### config.mk
export PLATFORM = sky130hd
export DESIGN_NAME = gray_monitor_flat
export DESIGN_NICKNAME = d
export VERILOG_FILES = /design/src/rtl/gray_monitor_if.sv /design/src/rtl/gray_monitor.sv /design/src/flat_wrapper.sv
export SDC_FILE = /design/constraint.sdc
export NUM_CORES = 1
export LEC_CHECK = 0
export ABC_AREA = 1
export CAP_MARGIN = 30
export CELL_PAD_IN_SITES_DETAIL_PLACEMENT = 1
export CELL_PAD_IN_SITES_GLOBAL_PLACEMENT = 2
export CORE_MARGIN = 4
export CORE_UTILIZATION = 25
export DETAILED_ROUTE_END_ITERATION = 16
export PLACE_DENSITY = 0.79
export SYNTH_ARGS = -nofsm -noshare
export SYNTH_HDL_FRONTEND = slang
export SYNTH_SLANG_ARGS = --single-unit
### constraint.sdc
create_clock -name Clk -period 1.5 [get_ports Clk]
set_input_delay 0.3 -clock Clk [delete_from_list [all_inputs] [get_ports Clk]]
set_output_delay 0.3 -clock Clk [all_outputs]
set_load 0.05 [all_outputs]
### src/rtl/gray_monitor_if.sv
// gray_monitor_if: bundles the sampled upstream counter signals and the
// monitor's status outputs into one port.
//   master : drives Gray/Ovf_in/Clr, observes the status outputs (harness side)
//   slave  : the monitor itself
//   Gray   [2:0]       Gray-code value from the upstream step counter
//   Ovf_in             upstream sticky overflow flag
//   Clr                synchronous clear of Laps/Err/ErrCnt, forces relock
//   Bin    [2:0]       registered binary equivalent of Gray
//   Step               one-cycle pulse per legal forward step
//   Laps   [LAP_W-1:0] completed laps, saturating
//   Err                sticky fault flag
//   ErrCnt [3:0]       saturating fault count
//   State  [1:0]       00 SYNC, 01 TRACK, 10 FAULT
interface gray_monitor_if #(
  parameter int unsigned LAP_W = 8
);
  logic [2:0]       Gray;
  logic             Ovf_in;
  logic             Clr;
  logic [2:0]       Bin;
  logic             Step;
  logic [LAP_W-1:0] Laps;
  logic             Err;
  logic [3:0]       ErrCnt;
  logic [1:0]       State;

  modport master (
    output Gray, Ovf_in, Clr,
    input  Bin, Step, Laps, Err, ErrCnt, State
  );

  modport slave (
    input  Gray, Ovf_in, Clr,
    output Bin, Step, Laps, Err, ErrCnt, State
  );
endinterface

### src/rtl/gray_monitor.sv
// gray_monitor: downstream checker for a 3-bit Gray-code step counter.
// Samples Gray and the upstream sticky overflow flag every cycle, converts
// Gray to binary, checks that every change is one legal forward step, counts
// completed laps and latches a sticky error plus a saturating fault count.
//   Clk   : clock, rising edge
//   Reset : synchronous, active-high; overrides everything including Clr
//   bus   : gray_monitor_if.slave (inputs Gray/Ovf_in/Clr, registered outputs)
module gray_monitor #(
  parameter int unsigned LAP_W = 8
) (
  input logic           Clk,
  input logic           Reset,
  gray_monitor_if.slave bus
);

  typedef enum logic [1:0] {
    StSync  = 2'b00,
    StTrack = 2'b01,
    StFault = 2'b10
  } state_e;

  state_e           state_q;
  logic [2:0]       bin_q;
  logic             step_q;
  logic [LAP_W-1:0] laps_q;
  logic             err_q;
  logic [3:0]       err_cnt_q;
  logic [2:0]       prev_g_q;
  logic             prev_ovf_q;

  logic [2:0] cur_b;
  logic [2:0] prev_b;
  logic       ovf_fall;
  logic       ovf_rise;
  logic       is_succ;
  logic       is_wrap;
  logic       legal_step;
  logic       fault;

  function automatic logic [2:0] gray2bin(input logic [2:0] g);
    logic [2:0] b;
    b[2] = g[2];
    b[1] = b[2] ^ g[1];
    b[0] = b[1] ^ g[0];
    return b;
  endfunction

  // Classification of the current sample against the previous one; only
  // acted on while tracking. Rule order matters: first match wins.
  always_comb begin
    cur_b      = gray2bin(bus.Gray);
    prev_b     = gray2bin(prev_g_q);
    ovf_fall   = prev_ovf_q & ~bus.Ovf_in;
    ovf_rise   = ~prev_ovf_q & bus.Ovf_in;
    is_succ    = (cur_b == 3'(prev_b + 3'd1));
    is_wrap    = is_succ && (prev_g_q == 3'b100);
    legal_step = 1'b0;
    fault      = 1'b0;
    if (ovf_fall) begin
      // Overflow dropping together with 000 means the upstream counter was reset.
      fault = (bus.Gray != 3'b000);
    end else if (bus.Gray == prev_g_q) begin
      fault = ovf_rise;
    end else if (is_wrap) begin
      // Upstream sets its overflow on the very edge it wraps: no skew allowed.
      if (bus.Ovf_in) legal_step = 1'b1;
      else            fault      = 1'b1;
    end else if (is_succ) begin
      if (ovf_rise) fault      = 1'b1;
      else          legal_step = 1'b1;
    end else begin
      fault = 1'b1;
    end
  end

  always_ff @(posedge Clk) begin
    if (Reset) begin
      state_q    <= StSync;
      bin_q      <= 3'b000;
      step_q     <= 1'b0;
      laps_q     <= '0;
      err_q      <= 1'b0;
      err_cnt_q  <= 4'd0;
      prev_g_q   <= 3'b000;
      prev_ovf_q <= 1'b0;
    end else begin
      bin_q      <= cur_b;
      prev_g_q   <= bus.Gray;
      prev_ovf_q <= bus.Ovf_in;
      step_q     <= 1'b0;
      if (bus.Clr) begin
        // Whatever was sampled this cycle is discarded.
        state_q   <= StSync;
        laps_q    <= '0;
        err_q     <= 1'b0;
        err_cnt_q <= 4'd0;
      end else begin
        case (state_q)
          StSync: begin
            if (bus.Gray == 3'b000) state_q <= StTrack;
          end
          StTrack: begin
            if (fault) begin
              state_q <= StFault;
              err_q   <= 1'b1;
              if (err_cnt_q != 4'hf) err_cnt_q <= err_cnt_q + 4'd1;
            end else if (legal_step) begin
              step_q <= 1'b1;
              if (is_wrap && (laps_q != '1)) laps_q <= laps_q + LAP_W'(1);
            end
          end
          StFault: state_q <= StSync;
          default: state_q <= StSync;
        endcase
      end
    end
  end

  assign bus.Bin    = bin_q;
  assign bus.Step   = step_q;
  assign bus.Laps   = laps_q;
  assign bus.Err    = err_q;
  assign bus.ErrCnt = err_cnt_q;
  assign bus.State  = state_q;

endmodule
### src/flat_wrapper.sv
// flat-port wrapper written by rule: the top's interface ports become plain ports
module gray_monitor_flat 
#(
  parameter int unsigned LAP_W = 8
)
  (Clk, Reset, bus_Gray, bus_Ovf_in, bus_Clr, bus_Bin, bus_Step, bus_Laps, bus_Err, bus_ErrCnt, bus_State);
  gray_monitor_if #(.LAP_W(LAP_W)) bus_i ();
  input logic Clk;
  input logic Reset;
  input wire logic [$bits(bus_i.Gray)-1:0] bus_Gray;
  input wire logic [$bits(bus_i.Ovf_in)-1:0] bus_Ovf_in;
  input wire logic [$bits(bus_i.Clr)-1:0] bus_Clr;
  output wire logic [$bits(bus_i.Bin)-1:0] bus_Bin;
  output wire logic [$bits(bus_i.Step)-1:0] bus_Step;
  output wire logic [$bits(bus_i.Laps)-1:0] bus_Laps;
  output wire logic [$bits(bus_i.Err)-1:0] bus_Err;
  output wire logic [$bits(bus_i.ErrCnt)-1:0] bus_ErrCnt;
  output wire logic [$bits(bus_i.State)-1:0] bus_State;
  assign bus_i.Gray = bus_Gray;
  assign bus_i.Ovf_in = bus_Ovf_in;
  assign bus_i.Clr = bus_Clr;
  assign bus_Bin = bus_i.Bin;
  assign bus_Step = bus_i.Step;
  assign bus_Laps = bus_i.Laps;
  assign bus_Err = bus_i.Err;
  assign bus_ErrCnt = bus_i.ErrCnt;
  assign bus_State = bus_i.State;
  gray_monitor #(.LAP_W(LAP_W)) u_core (.Clk(Clk), .Reset(Reset), .bus(bus_i));
endmodule
==> results of run 1 <==
==> routing by layer <==
metal / share of wire (%) / track usage, %
met1: 49 / 16.7
met2: 48 / 21.4
met3: 1.9 / 1.81
met4: 1.7 / 5.67
met5: 0 / 0
==> layout by cell type (no fill, tap or decap), drive strengths merged <==
| cell type | instances |
|---|---|
| nand2 | 51 |
| buf | 49 |
| nor2 | 25 |
| dfxtp | 22 |
| inv | 19 |
| nand3 | 16 |
| a21oi | 13 |
| nand4 | 8 |
| o21ai | 8 |
| xor2 | 5 |
| xnor2 | 4 |
| nor3 | 3 |
| clkbuf | 3 |
| dlygate4sd2 | 3 |
| clkdlybuf4s50 | 2 |
| ha | 2 |
| nand3b | 1 |
| a31oi | 1 |
| bufinv | 1 |
| clkdlybuf4s15 | 1 |
==> path summary, 6_finish.rpt <==
path / startpoint / end / slack (ns) / cells past startpoint
worst max-delay path: bus_Gray[1] / u_core.bus.ErrCnt[2]$_SDFFE_PP0P_ / -0.11 / 14
worst min register to register: u_core.bus.Err$_SDFFE_PP0P_ / u_core.bus.Err$_SDFFE_PP0P_ / 0.53 / 2
worst min-delay path: bus_Ovf_in / u_core.prev_ovf_q$_SDFF_PP0_ / 0.42 / 3
worst max register to register: u_core.prev_g_q[0]$_SDFF_PP0_ / u_core.bus.ErrCnt[2]$_SDFFE_PP0P_ / -0.10 / 13
==> logic make-up after synthesis <==
family,after synthesis,synth area share (%)
simple gates,103,39.8
compound gates,22,10.0
flops,22,34.9
buf+inv,21,7.13
xor+xnor,9,6.24
fa+ha+maj,2,1.98
==> flip-flops by register name (all words and copies together), names as in the netlist <==
| name | count |
|---|---|
| u_core.bus.Bin | 3 |
| u_core.bus.ErrCnt | 4 |
| u_core.prev_g_q | 2 |
| u_core.bus.Err | 1 |
| u_core.bus.Laps | 8 |
| u_core.bus.State | 2 |
| u_core.prev_ovf_q | 1 |
| u_core.bus.Step | 1 |
==> cell usage after synthesis (4+ instances only) <==
| cell type | count |
|---|---|
| nand2_1 | 42 |
| dfxtp_1 | 22 |
| nor2_1 | 21 |
| inv_1 | 15 |
| nand3_1 | 13 |
| a21oi_1 | 11 |
| nand4_1 | 8 |
| o21ai_0 | 7 |
| nand2_2 | 6 |
| xor2_1 | 5 |
| xnor2_1 | 4 |
==> where the power goes <==
| group | switching, mW | internal (mW) |
|---|---|---|
| sequential | 0.0140 | 0.589 |
| clock | 0.227 | 0.357 |
| combinational | 0.153 | 0.110 |
==> area by class of cell <==
type | instances | area (sq um) | share of cell area [%]
inverter | 19 | 76.3 | 3.46
clock inverter | 1 | 30.0 | 1.36
timing repair buffer | 55 | 671 | 30.4
clock buffer | 3 | 41.3 | 1.87
tap | 67 | 83.8 | 3.80
multi-input combinational | 137 | 837 | 38.0
sequential | 22 | 465 | 21.1
==> repair_timing <==
action / in CTS / in global routing
gates resized for setup: 29 / 8
buffers inserted: 1 / 1
cloned: 1 / 0
pin swaps: 8 / 7
setup endpoints to repair: 16 / 16
hold buffers: 0 / 0
==> worst reg2reg max path, stage by stage (launching register included) <==
cell and delay (ns):
dfxtp_4 0.38, inv_4 0.08, nand2_2 0.05, nand2_1 0.06
nand2_1 0.05, nand2_1 0.06, nand2_2 0.07, nor2_4 0.15
nand2_4 0.09, a21oi_4 0.23, inv_4 0.09, nand2_4 0.07
nand2_1 0.06, a21oi_2 0.12
==> summary.txt, run 1 <==
Yosys
  – Post-Syn Area per Cell: 7.06 sq um
  – Post-Syn Instances: 179
  – Largest area contributor in the netlist: dfxtp_1
  – Synthesized Nets: 188
  – #FFs+latches synth: 22
  – Async SR Flop Fraction: 0%
  – Post-synth EDFFs: 0
  – Yosys warns: 0
  – Dominant register cell in the synthesized netlist: dfxtp_1
  – Post-synth top area share: 34.9%
  – Synth top area cells: dfxtp_1 35%, nand2_1 12%, nor2_1 6.2%, nand3_1 5.1%, inv_1 4.5%
  – Post-synthesis cell type count: 27
  – Register area share after synthesis: 34.9%
  – Post-Syn Area: 0.00126 sq mm

Layout
  – FILL cells: 589
  – Fin nets: 247
  – Diode count: 0
  – Design area: 0.00220 sq mm
  – Finished Layout Cells: 304
  – Synth-to-Final Area Change: 74.5%
  – Share of cells above drive strength 1: 43.0%
  – Final Core Density: 45.8%

Timing
  – Setup TNS: -0.914 ns
  – FMAX: 622 MHz
  – Slew @ Worst Pin: 0.360 ns
  – Final setup fails: 14
  – Fin crit period: 1.61 ns
  – Setup ws final: -0.107 ns
  – Worst Skew: 0.0107 ns
  – Fin crit share: 107%
  – Final hold violation count: 0
  – Min Hold Slack: 0.424 ns
  – RSZ-0062 raised after global routing: true
  – Max-slew violations: 0
  – Worst slew margin: 76.0%

Power and ir drop
  – Tot Pwr: 1.45 mW
  – Maximum vdd drop: 0.292 mV
  – Static leakage: 0.928 nW
  – PD cells: 658 mW/mm^2

Detailed routing
  – DR pass1 iterations: 3
  – Routed length per placed instance: 12.3 um
  – DR iter-0 viols: 71
  – ANT nets after route: 0
  – Vias: 1340
  – Remaining DRCs: 0
  – Routed WL: 3.75 mm
  – Vias per inst: 4.41

Floorplan
  – Die extent in x: 79.1 um
  – Initial Util: 26.2%
  – Die H: 79.1 um
  – Area of the core: 0.00482 sq mm
  – I/O pin cnt: 26
  – Site row count: 25
  – Die area: 0.00626 sq mm

Worst setup path
  – Critical Path RT: 1.72 ns
  – CP max stage cell: dlygate4sd2_1
  – Critical path class: primary input to register
  – Crit path capture type: register
  – CP arrival: 1.83 ns
  – CP most frequent cell: nand2_2
  – Crit start category: primary input
  – Largest stage delay, worst path: 0.28 ns
  – WP buf/inv: 3
  – Critical path fanouts, max: 7
  – Cell family with most CP delay: simple AND/OR/NAND/NOR gates
  – Chain of cells forming the critical path: dlygate4sd2_1 -> nand2_2 -> inv_1 -> nor2_2 -> nand2_2 -> nand2_2 -> nand2_1 -> nand2_2 -> nand2_4 -> a21oi_4 -> inv_4 -> nand2_4 -> nand2_1 -> a21oi_2

Job
  – Max-Cap Viols: 0

Placed design
  – Placed wire-length estimate: 2.92 mm
  – RD Place Congestion: 0.786
  – Placement-stage cell area: 0.00201 sq mm
  – Pre-CTS WS: -0.690 ns
  – Port Buffer Count: 25
  – Placed cells: 297

Global route
  – Grt ovf: 0
  – Largest net degree at the start of global routing: 14
  – Gr usage total: 12.9%
  – Vias in the first global route: 1414
  – First-pass GRT wire length: 6.42 mm
  – Initial antenna violation count: 0

CTS
  – Skew-Pair Late Insertion Delay: 0.28 ns
  – CTS buffer count: 3
  – CTS tree: built
  – Clock Tree Buf Depth: 2
  – Htree depth: 1
  – Clock sinks: 22
  – Root buffer cell: clkbuf_8
  – CTS clk-pin slew, worst paths: 0.10 ns

Status
  – Failing checks: setup timing
  – Status: finished, violations left

Min path
  – Hold WC Path Type: primary input to register
(Power assumes the default switching activity.)
==> run 2: changes to the inputs <==
Settings changed: CORE_ASPECT_RATIO set to 0.9.
==> summary.txt, run 2 (synthesized netlist as in run 1, its figures left out) <==
Layout
  – Fin nets: 246
  – FILL cells: 616
  – Share of cells above drive strength 1: 41.9%
  – Most frequent cells in the layout: 33 x nand2_1, 28 x buf_4, 20 x buf_12
  – Total area of sequential cells: 465 sq um
  – Max FFs per register: 8
  – Multi-input logic area: 808 sq um
  – Most common cell after layout, fill and taps aside: nand2_1
  – Synth-to-Final Area Change: 70.5%
  – Final Core Density: 44.3%
  – Diode count: 0

Detailed routing
  – Routed WL: 3.88 mm
  – DR WL met3: 143 um
  – DR pass1 iterations: 4
  – Routed length per placed instance: 12.9 um
  – DR iter-0 viols: 57
  – Highest Signal Layer: met4
  – Remaining DRCs: 0
  – Vias: 1404
  – Vias per inst: 4.66
  – Met2 wire len: 1.87 mm
  – ANT nets after route: 0
  – WL met1: 1.80 mm

CTS
  – CTS buffer count: 3
  – CTS clk-pin slew, worst paths: 0.08 ns
  – Root buffer cell: clkbuf_8
  – Clock sinks: 22
  – Skew-Pair Late Insertion Delay: 0.26 ns
  – Htree depth: 1
  – Post-CTS setup buffer count: 0
  – CTS tree: built
  – Clock Tree Buf Depth: 2

Global route
  – First-pass GRT wire length: 6.76 mm
  – Initial antenna violation count: 0
  – Grt ovf: 0
  – Vias in the first global route: 1448
  – Largest net degree at the start of global routing: 13
  – Gr usage total: 13.3%

Power and ir drop
  – PD cells: 600 mW/mm^2
  – Tot Pwr: 1.29 mW
  – Static leakage: 0.909 nW
  – Maximum vdd drop: 0.276 mV

Floorplan
  – Die extent in x: 82.9 um
  – I/O pin cnt: 26
  – Site row count: 24
  – Die H: 75.5 um
  – Initial Util: 26.0%
  – Die area: 0.00626 sq mm
  – Area of the core: 0.00486 sq mm

Worst setup path
  – Reg-to-reg startpoint: u_core.prev_g_q[0]$_SDFF_PP0_
  – Worst Setup EP: u_core.bus.ErrCnt[3]$_SDFFE_PP0P_
  – R2R Path End: u_core.bus.ErrCnt[3]$_SDFFE_PP0P_
  – Critical path class: register to register
  – Critical path origin: u_core.prev_g_q[0]$_SDFF_PP0_
  – Cell family with most CP delay: simple AND/OR/NAND/NOR gates
  – Critical path fanouts, max: 7
  – CP max stage cell: dfxtp_4
  – Chain of cells forming the critical path: inv_4 -> nand2_2 -> nand2_2 -> nand3_2 -> nand2_2 -> nor2_4 -> nand2_2 -> a21oi_4 -> inv_4 -> nand2_4 -> nand2_2 -> a21oi_1
  – Largest stage delay, worst path: 0.40 ns
  – Critical Path RT: 1.70 ns
  – Worst R2R Path Depth: 12
  – R2r setup slk: -0.12 ns
  – CP arrival: 1.82 ns
  – WP buf/inv: 2
  – Instance count on the critical path: 12
  – CP most frequent cell: nand2_2
  – Crit path capture type: register
  – Crit start category: register

Placed design
  – Placed wire-length estimate: 3.01 mm
  – Port Buffer Count: 25
  – RD Place Congestion: 0.813

Timing
  – FMAX: 619 MHz
  – Fin crit period: 1.62 ns
  – Final hold violation count: 0
  – Max-slew violations: 0
  – Worst slew margin: 75.0%
  – Setup ws final: -0.116 ns
  – Slew @ Worst Pin: 0.375 ns
  – Fin crit share: 108%
  – Final setup fails: 15
  – RSZ-0062 raised after global routing: true
  – Worst Skew: 0.00183 ns

Status
  – Failing checks: setup timing
  – Status: finished, violations left

Min path
  – Hold WC Path Type: primary input to register

Job
  – Max-Cap Viols: 0
[run 2: what timing repair did]
action | CTS | global route
hold endpoints to repair | 0 | 0
gates resized for setup | 22 | 12
endpoints found under the setup margin | 16 | 16
cloned | 1 | 0
pin swaps | 14 | 4
hold buffers | 0 | 0
[run 2: area by class of cell]
type | count | area share (%)
well taps | 65 | 3.77
repair buffers | 54 | 31.0
flip-flops and latches | 22 | 21.6
multi-input cells | 137 | 37.5
clock buffers | 4 | 2.56
inverters | 19 | 3.54
[run 2: worst min path at each step]
stage | depth (start not counted) | startpoint | slack (ns) | to
after floorplan | 1 | Reset | 0.37 | u_core.bus.Bin[0]$_SDFF_PP0_
after global placement | 2 | u_core.bus.Err$_SDFFE_PP0P_ | 0.51 | u_core.bus.Err$_SDFFE_PP0P_
after detailed placement | 2 | u_core.bus.Err$_SDFFE_PP0P_ | 0.54 | u_core.bus.Err$_SDFFE_PP0P_
after CTS | 3 | bus_Ovf_in | 0.42 | u_core.prev_ovf_q$_SDFF_PP0_
after global routing | 3 | bus_Gray[2] | 0.48 | u_core.bus.Bin[2]$_SDFF_PP0_
final | 3 | bus_Ovf_in | 0.44 | u_core.prev_ovf_q$_SDFF_PP0_
[run 2: routing by layer]
metal | GRT usage, % | vias up
li1 | - | 701
met1 | 17.2 | 667
met2 | 23.2 | 26
met3 | 3.03 | 10
met4 | 3.09 | 0
met5 | 0 | -
[run 2: metrics by stage]
stage	setup TNS [ns]	std cells	hold slack [ns]	setup WS (ns)	cell area, sq um
after detailed placement	-10.14	296	0.540	-0.688	2030
final	-1.24	301	0.436	-0.116	2150
after global routing	-3.62	301	0.476	-0.279	2150
after floorplan	0	179	0.369	0.00312	1290
after CTS	-1.66	301	0.425	-0.153	2130
after global placement	-9.20	296	0.509	-0.633	2030
[run 2: report_power, final]
part | leakage, nW | internal [mW] | switching, mW | total, mW
registers | 0.185 | 0.589 | 0.0149 | 0.603
logic | 0.695 | 0.109 | 0.146 | 0.255
clock network | 0.0288 | 0.234 | 0.199 | 0.433
total | 0.909 | 0.932 | 0.360 | 1.29
[run 2: worst min-delay path: stages]
cell and delay, ns:
dlygate4sd2_1 0.27, inv_1 0.06, nor2_1 0.03
==> run 3: changes to the inputs <==
Settings changed: CORE_UTILIZATION 25 to 30, PLACE_DENSITY 0.79 to 0.88.
Clock period 1.5 ns to 1.96 ns, I/O delays scaled along.
==> summary.txt, run 3 (synthesized netlist as in run 1, its figures left out) <==
Floorplan
  – Die extent in x: 76.4 um
  – Initial Util: 31.0%
  – I/O pin cnt: 26
  – Site row count: 22
  – Area of the core: 0.00407 sq mm
  – Die H: 69.6 um
  – Die area: 0.00532 sq mm

Timing
  – Worst slew margin: 64.8%
  – Slew @ Worst Pin: 0.527 ns
  – Fin crit period: 1.87 ns
  – Final setup fails: 0
  – RSZ-0062 raised after global routing: false
  – FMAX: 535 MHz
  – Worst Skew: 0.00326 ns
  – Fin crit share: 95.4%
  – Setup TNS: 0 ns
  – Final hold violation count: 0
  – Max-slew violations: 0
  – Min Hold Slack: 0.469 ns

Layout
  – Fin nets: 230
  – Max FFs per register: 8
  – Most frequent cells in the layout: 42 x nand2_1, 25 x buf_4, 22 x dfxtp_1
  – Finished Layout Cells: 267
  – Share of cells above drive strength 1: 22.4%
  – Synth-to-Final Area Change: 32.4%
  – Diode count: 0
  – Final Core Density: 41.1%
  – Most common cell after layout, fill and taps aside: nand2_1

Worst setup path
  – Largest stage delay, worst path: 0.83 ns
  – WP buf/inv: 1
  – Critical Path RT: 1.57 ns
  – Crit path capture type: output port
  – Reg-to-reg startpoint: u_core.bus.Bin[2]$_SDFF_PP0_
  – Crit start category: register
  – Critical path origin: u_core.bus.ErrCnt[3]$_SDFFE_PP0P_
  – CP max stage cell: clkdlybuf4s50_1
  – Critical path class: register to output port
  – CP arrival: 1.48 ns
  – R2R Path End: u_core.bus.Step$_SDFF_PP0_
  – Chain of cells forming the critical path: clkdlybuf4s50_1
  – R2r setup slk: 0.21 ns
  – Worst R2R Path Depth: 11
  – Critical path fanouts, max: 4
  – Cell family with most CP delay: buffers and inverters
  – Worst Setup EP: bus_ErrCnt[3]
  – Instance count on the critical path: 1

Global route
  – Grt ovf: 0
  – Gr usage total: 13.2%
  – Initial antenna violation count: 0
  – Largest net degree at the start of global routing: 14
  – First-pass GRT wire length: 5.87 mm
  – Vias in the first global route: 1299

Detailed routing
  – Routed length per placed instance: 12.6 um
  – DR iter-0 viols: 106
  – Vias: 1291
  – ANT nets after route: 0
  – DR pass1 iterations: 4
  – Remaining DRCs: 0
  – Vias per inst: 4.84
  – Routed WL: 3.38 mm

Power and ir drop
  – Net Switching: 0.252 mW
  – Clock power share: 30.5%
  – Maximum vdd drop: 0.398 mV
  – Int Pwr: 0.655 mW
  – Tot Pwr: 0.907 mW
  – Comb pwr share: 18.5%
  – PD cells: 542 mW/mm^2
  – Static leakage: 0.744 nW
  – Sw Share: 27.8%
  – Share of power burned in registers: 51.0%

CTS
  – CTS tree: built
  – CTS buffer count: 3
  – Htree depth: 1
  – Clock sinks: 22
  – Clock Tree Buf Depth: 2
  – Post-CTS setup buffer count: 0
  – CTS clk-pin slew, worst paths: 0.07 ns
  – Skew-Pair Late Insertion Delay: 0.26 ns
  – Root buffer cell: clkbuf_8

Min path
  – Hold WC Path Type: register to register

Placed design
  – RD Place Congestion: 0.835
  – Port Buffer Count: 25
  – Placed wire-length estimate: 2.73 mm
  – Placed cells: 264

Job
  – Max-Cap Viols: 0

Status
  – Status: completed
-- run 3: metrics by stage --
| step | setup slack, ns | instance area (sq um) |
|---|---|---|
| detailed placement | -0.336 | 1640 |
| floorplan | 0.175 | 1260 |
| global placement | -0.230 | 1640 |
| finish | 0.0910 | 1670 |
| CTS | 0.0810 | 1670 |
| global route | 0.0232 | 1670 |
-- run 3: power by group through the flow --
stage	Clock [mW]	Combinational (mW)	Sequential, mW
4_1_cts	0.290	0.170	0.463
6_report	0.277	0.167	0.462
3_5_place_dp	0	0.171	0.473
5_1_grt	0.309	0.187	0.464
3_3_place_gp	0	0.166	0.473
2_1_floorplan	0	0.0948	0.484
-- run 3: area by class of cell --
class                           count  area, sq um
Fill cell                         548         2400
Multi-Input combinational cell    136          733
Clock buffer                        3         41.3
Timing Repair Buffer               39          324
Tap cell                           48         60.1
Sequential cell                    22          440
Inverter                           19         73.8
-- run 3: per-layer routing --
metal  track usage, %  vias to the layer above  wire length [um]
met3             2.99                        2                87
met4             1.81                        0                13
met5                0                        -                 0
met2             22.4                       19              1620
met1             17.5                      607              1650
li1                 -                      663                 -
-- run 3: worst min-delay path by stage --
stage	cells past startpoint	slack [ns]	startpoint	end
floorplan	1	0.46	Reset	u_core.bus.Bin[0]$_SDFF_PP0_
finish	2	0.47	u_core.bus.Err$_SDFFE_PP0P_	u_core.bus.Err$_SDFFE_PP0P_
global route	2	0.52	u_core.bus.Err$_SDFFE_PP0P_	u_core.bus.Err$_SDFFE_PP0P_
CTS	2	0.48	u_core.bus.Err$_SDFFE_PP0P_	u_core.bus.Err$_SDFFE_PP0P_
detailed placement	2	0.46	u_core.bus.Err$_SDFFE_PP0P_	u_core.bus.Err$_SDFFE_PP0P_
global placement	2	0.45	u_core.bus.Err$_SDFFE_PP0P_	u_core.bus.Err$_SDFFE_PP0P_
-- run 3: what timing repair did --
item | in CTS | in global routing
hold buffers | 0 | 0
endpoints found under the setup margin | 14 | 0
resized for setup | 3 | 0
